--- src/rtl/vga_fb_arbiter.sv ---
// Single-port frame-buffer arbiter: display reads win by default, the host is
// forced through after MAX_WAIT starved cycles at the cost of one display slot.
module vga_fb_arbiter #(
    parameter int ADDR_W   = 19,
    parameter int DATA_W   = 16,
    parameter int MAX_WAIT = 16
) (
    input  logic              vga_clk,
    input  logic              reset,
    input  logic              disp_req,
    input  logic [ADDR_W-1:0] disp_addr,
    output logic              disp_valid,
    output logic [DATA_W-1:0] disp_data,
    input  logic              host_valid,
    output logic              host_ready,
    input  logic              host_we,
    input  logic [ADDR_W-1:0] host_addr,
    input  logic [DATA_W-1:0] host_wdata,
    output logic              host_rvalid,
    output logic [DATA_W-1:0] host_rdata,
    output logic              mem_en,
    output logic              mem_we,
    output logic [ADDR_W-1:0] mem_addr,
    output logic [DATA_W-1:0] mem_wdata,
    input  logic [DATA_W-1:0] mem_rdata,
    input  logic              clr_stats,
    output logic [15:0]       underrun_cnt
);

    localparam logic [7:0] WAIT_LIMIT = 8'(MAX_WAIT - 1);

    typedef enum logic [1:0] {GNT_IDLE, GNT_DISP, GNT_HOST, GNT_FORCE} grant_t;
    typedef enum logic [1:0] {TAG_NONE, TAG_DISP, TAG_HREAD, TAG_DROP} tag_t;

    grant_t            grant;
    tag_t              tag_next;
    logic              host_xfer;
    logic              drop_next;

    tag_t              tag_s1_reg;
    logic              drop_s1_reg;
    logic              disp_valid_reg;
    logic [DATA_W-1:0] disp_data_reg;
    logic              host_rvalid_reg;
    logic [DATA_W-1:0] host_rdata_reg;
    logic [7:0]        wait_cnt_reg;
    logic              force_pend_reg;
    logic [15:0]       underrun_cnt_reg;

    // Grant is gated by reset so every combinational output is 0 while reset is high.
    always_comb begin
        grant = GNT_IDLE;
        if (!reset) begin
            if (force_pend_reg && host_valid) begin
                grant = GNT_FORCE;
            end else if (disp_req) begin
                grant = GNT_DISP;
            end else if (host_valid) begin
                grant = GNT_HOST;
            end
        end
    end

    assign host_xfer  = (grant == GNT_HOST) || (grant == GNT_FORCE);
    assign drop_next  = (grant == GNT_FORCE) && disp_req;
    assign host_ready = host_xfer;

    // A forced host read during a display slot needs both a read tag and a
    // dropped slot, so the drop is carried alongside the tag as its own bit.
    always_comb begin
        tag_next = TAG_NONE;
        if (grant == GNT_DISP) begin
            tag_next = TAG_DISP;
        end else if (host_xfer && !host_we) begin
            tag_next = TAG_HREAD;
        end else if (drop_next) begin
            tag_next = TAG_DROP;
        end
    end

    always_comb begin
        mem_en    = (grant != GNT_IDLE);
        mem_we    = host_xfer && host_we;
        mem_addr  = '0;
        mem_wdata = '0;
        if (grant == GNT_DISP) begin
            mem_addr = disp_addr;
        end else if (host_xfer) begin
            mem_addr  = host_addr;
            mem_wdata = host_wdata;
        end
    end

    always_ff @(posedge vga_clk or posedge reset) begin
        if (reset) begin
            tag_s1_reg       <= TAG_NONE;
            drop_s1_reg      <= 1'b0;
            disp_valid_reg   <= 1'b0;
            disp_data_reg    <= '0;
            host_rvalid_reg  <= 1'b0;
            host_rdata_reg   <= '0;
            wait_cnt_reg     <= '0;
            force_pend_reg   <= 1'b0;
            underrun_cnt_reg <= '0;
        end else begin
            tag_s1_reg  <= tag_next;
            drop_s1_reg <= drop_next;

            // A dropped slot still produces a strobe so the display timing stays intact.
            disp_valid_reg <= (tag_s1_reg == TAG_DISP) || drop_s1_reg;
            if (tag_s1_reg == TAG_DISP) begin
                disp_data_reg <= mem_rdata;
            end
            host_rvalid_reg <= (tag_s1_reg == TAG_HREAD);
            if (tag_s1_reg == TAG_HREAD) begin
                host_rdata_reg <= mem_rdata;
            end

            if (!host_valid) begin
                wait_cnt_reg   <= '0;
                force_pend_reg <= 1'b0;
            end else if (host_xfer) begin
                wait_cnt_reg <= '0;
                if (grant == GNT_FORCE) begin
                    force_pend_reg <= 1'b0;
                end
            end else begin
                if (wait_cnt_reg == WAIT_LIMIT) begin
                    force_pend_reg <= 1'b1;
                end
                if (wait_cnt_reg != 8'hFF) begin
                    wait_cnt_reg <= wait_cnt_reg + 8'd1;
                end
            end

            if (clr_stats) begin
                underrun_cnt_reg <= '0;
            end else if (drop_next && (underrun_cnt_reg != 16'hFFFF)) begin
                underrun_cnt_reg <= underrun_cnt_reg + 16'd1;
            end
        end
    end

    assign disp_valid   = disp_valid_reg;
    assign disp_data    = disp_data_reg;
    assign host_rvalid  = host_rvalid_reg;
    assign host_rdata   = host_rdata_reg;
    assign underrun_cnt = underrun_cnt_reg;

endmodule

--- config.mk ---
export PLATFORM = sky130hd
export DESIGN_NAME = vga_fb_arbiter
export DESIGN_NICKNAME = d
export VERILOG_FILES = /design/src/rtl/vga_fb_arbiter.sv
export SDC_FILE = /design/constraint.sdc
export NUM_CORES = 1
export LEC_CHECK = 0
export CAP_MARGIN = 20
export CORE_MARGIN = 4
export CORE_UTILIZATION = 39
export CTS_CLUSTER_DIAMETER = 150
export CTS_CLUSTER_SIZE = 20
export DETAILED_ROUTE_END_ITERATION = 7
export PLACE_DENSITY = 0.91
export SLEW_MARGIN = 30
export SYNTH_ARGS = -nofsm -noshare
export SYNTH_HDL_FRONTEND = slang
export SYNTH_SLANG_ARGS = --single-unit
--- constraint.sdc ---
create_clock -name vga_clk -period 2.65 [get_ports vga_clk]
set_clock_uncertainty 0.2 [all_clocks]
set_input_delay 0.3975 -clock vga_clk [delete_from_list [all_inputs] [get_ports vga_clk]]
set_output_delay 0.3975 -clock vga_clk [all_outputs]
set_load 0.05 [all_outputs]
# ---- Yosys cells after proc, flatten, opt, wreduce, memory -nomap -nowiden
# Cells that the tools add are included.
dict set report word_totals {
  regBits 62
  elab_cells 53
  out_inout_bits 88
}
dict set report classes {
  eq_ne 11
  n_addsub 2
  mux 20
  reduce_logical 11
}
# cell count
set op_table {}
lappend op_table {{two-way mux 16 bit} 4}
lappend op_table {{two-way mux 19 bit} 2}
lappend op_table {{two-way mux 8 bit} 3}
lappend op_table {{adder 16 x 1 -> 16 bit, second input constant} 1}
lappend op_table {{!= test 16 bit, second input constant} 1}
lappend op_table {{two-way mux 2 bit} 7}
lappend op_table {{adder 8 x 1 -> 8 bit, second input constant} 1}
lappend op_table {{equality test 8 x 4 -> 1 bit, second input constant} 1}
lappend op_table {{!= test 8 bit, second input constant} 1}
lappend op_table {{equality test 2 bit, second input constant} 3}
lappend op_table {{!= test 3 x 1 -> 1 bit, second input constant} 2}
lappend op_table {{logical AND 1 bit} 5}
lappend op_table {{equality test 2 x 1 -> 1 bit, second input constant} 2}
lappend op_table {{two-way mux 1 bit} 4}
lappend op_table {{nonzero test 2 bit} 2}
lappend op_table {{!= test 3 x 2 -> 1 bit, second input constant} 1}
lappend op_table {{logical OR 1 bit} 2}
lappend op_table {{AND reduction 2 bit} 1}
lappend op_table {{zero test 1 bit} 1}

# ---- Longest topological paths before layout
# Gate-level depths: netlist of run 1.
dict set report depth {
  depth_word 9
  mapped_depth 6
}

# ---- Worst setup path before layout of run 1
# No wires, ideal clock.
dict set report synth_path {
  path_kind {input port to output port}
  from {input port disp_req}
  to {output port mem_addr[10]}
  path_slack_ns 0.244
  t_required_ns 2.053
  path_buffers 1
  arrival_time_ns 1.809
  cell_stages 5
  cell_sequence {nor2b_1 nor2_1 and2_1 buf_2 a22o_1}
}
dict set report synth_via {
  elab_chain_len 7
}
# item line_no
set synth_lines {}
lappend synth_lines {{start, declared} 10} ;# input logic disp_req,
lappend synth_lines {{two-way mux 2 bit *} 56} ;# end else if (disp_req) begin
lappend synth_lines {{two-way mux 2 bit *} 54} ;# if (force_pend_reg && host_valid) begin
lappend synth_lines {{two-way mux 2 bit *} 53} ;# if (!reset) begin
lappend synth_lines {{equality test 2 bit} 64} ;# assign host_xfer = (grant == GNT_HOST) || (grant == GNT_FORCE);
lappend synth_lines {{logical OR 1 bit *} 64}
lappend synth_lines {{net host_ready} 15} ;# output logic host_ready,
lappend synth_lines {{two-way mux 19 bit *} 88} ;# end else if (host_xfer) begin
lappend synth_lines {{two-way mux 19 bit *} 86} ;# if (grant == GNT_DISP) begin
lappend synth_lines {{end, declared} 23} ;# output logic [ADDR_W-1:0] mem_addr,
# The timed path passes the listed nets; every way through them passes the cells marked *.

# ---- Worst setup path after layout of run 1
dict set report layout_path {
  from {input port host_valid}
  to {output port mem_addr[14]}
}
dict set report layout_via {
  elab_chain_len 8
}
# item line_no
set layout_lines {}
lappend layout_lines {{start, declared} 14} ;# input logic host_valid,
lappend layout_lines {{two-way mux 2 bit} 58} ;# end else if (host_valid) begin
lappend layout_lines {{two-way mux 2 bit} 56}
lappend layout_lines {{two-way mux 2 bit *} 54}
lappend layout_lines {{two-way mux 2 bit *} 53}
lappend layout_lines {{equality test 2 bit} 64}
lappend layout_lines {{logical OR 1 bit} 64}
lappend layout_lines {{two-way mux 19 bit} 88}
lappend layout_lines {{two-way mux 19 bit *} 86}
# Every way passes the cells marked *; elsewhere a longest branch is shown, timed or not.

==> results of run 1 <==
## cell families after synthesis
group / synth area share
flip-flops: 0.5072
adder cells (fa/ha/maj): 0.008179
AND/OR/NAND/NOR: 0.1894
multiplexers: 0.1284
AO/OA/AOI/OAI: 0.1362
XOR/XNOR: 0.002864
buffers and inverters: 0.02781
## worst max-delay path, cell delays in order
cell and delay, ns:
sky130_fd_sc_hd__clkdlybuf4s50_1 0.46, sky130_fd_sc_hd__buf_4 0.19, sky130_fd_sc_hd__a211oi_2 0.26, sky130_fd_sc_hd__buf_4 0.23, sky130_fd_sc_hd__a22o_1 0.20, sky130_fd_sc_hd__buf_12 0.15
## final cells by class
cell class,count,area (um2),share of cell area
clock inverters,6,70.07,0.01284
well taps,102,127.6,0.02338
clock buffers,10,137.6,0.02521
flip-flops and latches,62,1551,0.2842
repair buffers,176,2122,0.3887
multi-input cells,186,1430,0.2620
inverters,4,20.02,0.003667
## per-layer routing
metal	GRT usage	share of wire	vias up
met5	0	0	-
met4	0.1682	0.068	0
li1	-	-	1370
met3	0.06429	0.089	37
met2	0.4017	0.51	168
met1	0.2252	0.33	1391
## power breakdown
| part | switching [mW] | internal (mW) |
|---|---|---|
| Sequential | 0.0522 | 1.05 |
| Clock | 0.376 | 0.464 |
| Combinational | 0.651 | 0.476 |
| Total | 1.08 | 1.99 |
## cells in the final DEF (no fill, tap or decap), types with 3 or more instances in the layout
master / count
sky130_fd_sc_hd__clkdlybuf4s50_1: 125
sky130_fd_sc_hd__a22o_1: 19
sky130_fd_sc_hd__or4_1: 5
sky130_fd_sc_hd__nor4_1: 3
sky130_fd_sc_hd__nand3_1: 3
sky130_fd_sc_hd__dfrtp_1: 62
sky130_fd_sc_hd__o21ai_1: 6
sky130_fd_sc_hd__and3_1: 22
sky130_fd_sc_hd__nand2_1: 8
sky130_fd_sc_hd__nor2_1: 10
sky130_fd_sc_hd__o31ai_1: 6
sky130_fd_sc_hd__a21oi_1: 13
sky130_fd_sc_hd__clkinvlp_4: 3
sky130_fd_sc_hd__buf_12: 39
sky130_fd_sc_hd__nor3_1: 5
sky130_fd_sc_hd__or3_1: 8
sky130_fd_sc_hd__nand4_1: 6
sky130_fd_sc_hd__nand2b_1: 4
sky130_fd_sc_hd__nor2b_1: 4
sky130_fd_sc_hd__clkbuf_8: 10
sky130_fd_sc_hd__a31oi_1: 4
sky130_fd_sc_hd__buf_4: 12
sky130_fd_sc_hd__mux2_2: 32
## cell usage after synthesis, types with 3 or more instances
cell and instances:
sky130_fd_sc_hd__nand2b_1 4, sky130_fd_sc_hd__clkbuf_1 7, sky130_fd_sc_hd__a21oi_1 13, sky130_fd_sc_hd__buf_2 4, sky130_fd_sc_hd__o31ai_1 6, sky130_fd_sc_hd__nor2b_1 4, sky130_fd_sc_hd__and3_1 22, sky130_fd_sc_hd__nor4_1 3
sky130_fd_sc_hd__inv_1 3, sky130_fd_sc_hd__a22o_1 19, sky130_fd_sc_hd__o21ai_1 6, sky130_fd_sc_hd__nand3_1 3, sky130_fd_sc_hd__a31oi_1 4, sky130_fd_sc_hd__mux2_2 32, sky130_fd_sc_hd__nor3_1 5, sky130_fd_sc_hd__or4_1 5
sky130_fd_sc_hd__nand4_1 6, sky130_fd_sc_hd__or3_1 8, sky130_fd_sc_hd__nand2_1 8, sky130_fd_sc_hd__nor2_1 10, sky130_fd_sc_hd__dfrtp_1 62
## worst paths after layout
| check | end | from | depth (start not counted) | slack (ns) |
|---|---|---|---|---|
| worst max-delay path | mem_addr[14] | host_valid | 6 | 0.15 |
| min in group asynchronous | wait_cnt_reg[4]$_DFFE_PP0P_ | reset | 3 | 0.40 |
| worst max register to register | underrun_cnt[8]$_DFFE_PP0P_ | underrun_cnt[0]$_DFFE_PP0P_ | 6 | 0.46 |
| max in group asynchronous | underrun_cnt[2]$_DFFE_PP0P_ | reset | 4 | 1.30 |
| worst min-delay path | disp_valid$_DFF_PP0_ | drop_s1_reg$_DFF_PP0_ | 1 | 0.24 |
| worst min register to register | disp_valid$_DFF_PP0_ | drop_s1_reg$_DFF_PP0_ | 1 | 0.24 |
==> results_dict.tcl, run 1 <==
set metrics [dict create \
    area_growth_pct 78.45 \
    dieWidth_um 96.57 \
    cts_max_level 3 \
    clock-root-buffer "sky130_fd_sc_hd__clkbuf_8" \
    period_share 0.9438 \
    worst_setup_path_end_kind "primary output" \
    core-area_mm2 0.007687 \
    yosys_warnings 0 \
    avgViaCountPerCell 5.432 \
    cap_viol_max_count 0 \
    clk_latency_ns 0.33 \
    dr.pass1.iters 4 \
    netlist.area_leader.share 0.5072 \
    timing.critical_path.from_type "input pin" \
    post-synth-top-area-cell "sky130_fd_sc_hd__dfrtp_1" \
    worst_pin_slew_ns 0.8918 \
    p_per_area_mw_per_mm2 562.6 \
    finish.cell_count_without_fillers 546 \
    initial_core_utilization 0.3979 \
    synthesis.instances 266 \
    synth.distinct_cells 47 \
    place_ws_ns -0.1818 \
    ios 164 \
    cts.reportedPaths.clkPinSlew_ns 0.07 \
    data_arrival_time_at_the_worst_slack_endpoint_ns 1.90 \
    cts_repair_resize_count 1 \
    die_y_um 96.57 \
    postCtsHoldBufs 0 \
    nets_final 517 \
    die-area_mm2 0.009325 \
    setup_violations_final 0 \
    placement_row_count 32 \
    diodes 0 \
    critPathRequiredTime_ns 2.05 \
    rsz0062_at_grt "no" \
    maxSlewViolCount 0 \
    grt_max_degree 32 \
    remaining_drc_errors 0 \
    total_leakage_power_nw 2.348 \
    total_power_mw 3.071 \
    setup.worst_path.class "input pin to primary output" \
    num_vias 2966 \
    final_hold_viol_count 0 \
    numClockSinks 62 \
    port-buffer-count 163 \
    postSynth.topFlopCell "sky130_fd_sc_hd__dfrtp_1" \
    final_area_mm2 0.005459 \
    post_synth_edffs 0 \
    filler_cell_count 541 \
    syn-num-nets 344 \
    worst_path_fanout_max 11 \
    tritoncts "built" \
    initialDrtViolationCount 172 \
    timing.max_slew.rel_slack 0.4054 \
    max_clock_freq_mhz 399.8 \
    grt_overflow_total 0 \
    ys_seq_area_frac 0.5072 \
    syn-cell-area_mm2 0.003059 \
    initial_antenna_violation_count 0 \
    place.detailed.instances 530 \
    setup_tns_ns 0 \
    synth_seq_cells 62 \
    hold_path_class "flip-flop to flip-flop" \
    drt-total-wl_mm 10.50 \
    outcome "completed" \
    cts-root-to-sink-buffers 2 \
    grt_pass1_wl_mm 15.66 \
    global_route.usage.total 0.2273 \
    vdd_drop_max_v 0.0003392 \
    drive_gt1_frac 0.2455 \
    period_needed_ns 2.501 \
    ant_nets 0 \
    gp_congestion 0.8777 \
    cts_setup_buffers 0 \
    setup_slack_ns 0.1488 \
    synth_area_leaders "sky130_fd_sc_hd__dfrtp_1 51%, sky130_fd_sc_hd__mux2_2 12%, sky130_fd_sc_hd__a22o_1 5.4%" \
    number_of_global_route_vias_before_repair 3042 \
    cts_made_buffers 9 \
    place_area_mm2 0.005249 \
    finalHoldWorstSlack_ns 0.2360 \
    final_util 0.7101 \
    wl_per_cell_um 19.23 \
    async_set_reset_flop_share_out_of_synthesis 1.000 \
    dp_hpwl_mm 8.697 \
    synthesis.area_per_instance_um2 11.50 \
]
No activity file was read; power rests on OpenSTA's default activity.
==> run 2, diff against run 1 <==
--- a/config.mk
+++ b/config.mk
@@ -16,3 +16,4 @@
 export SYNTH_ARGS = -nofsm -noshare
 export SYNTH_HDL_FRONTEND = slang
 export SYNTH_SLANG_ARGS = --single-unit
+export TNS_END_PERCENT = 100
==> results of run 2 <==
The final DEF is identical to that of run 1; final timing and power are the same.
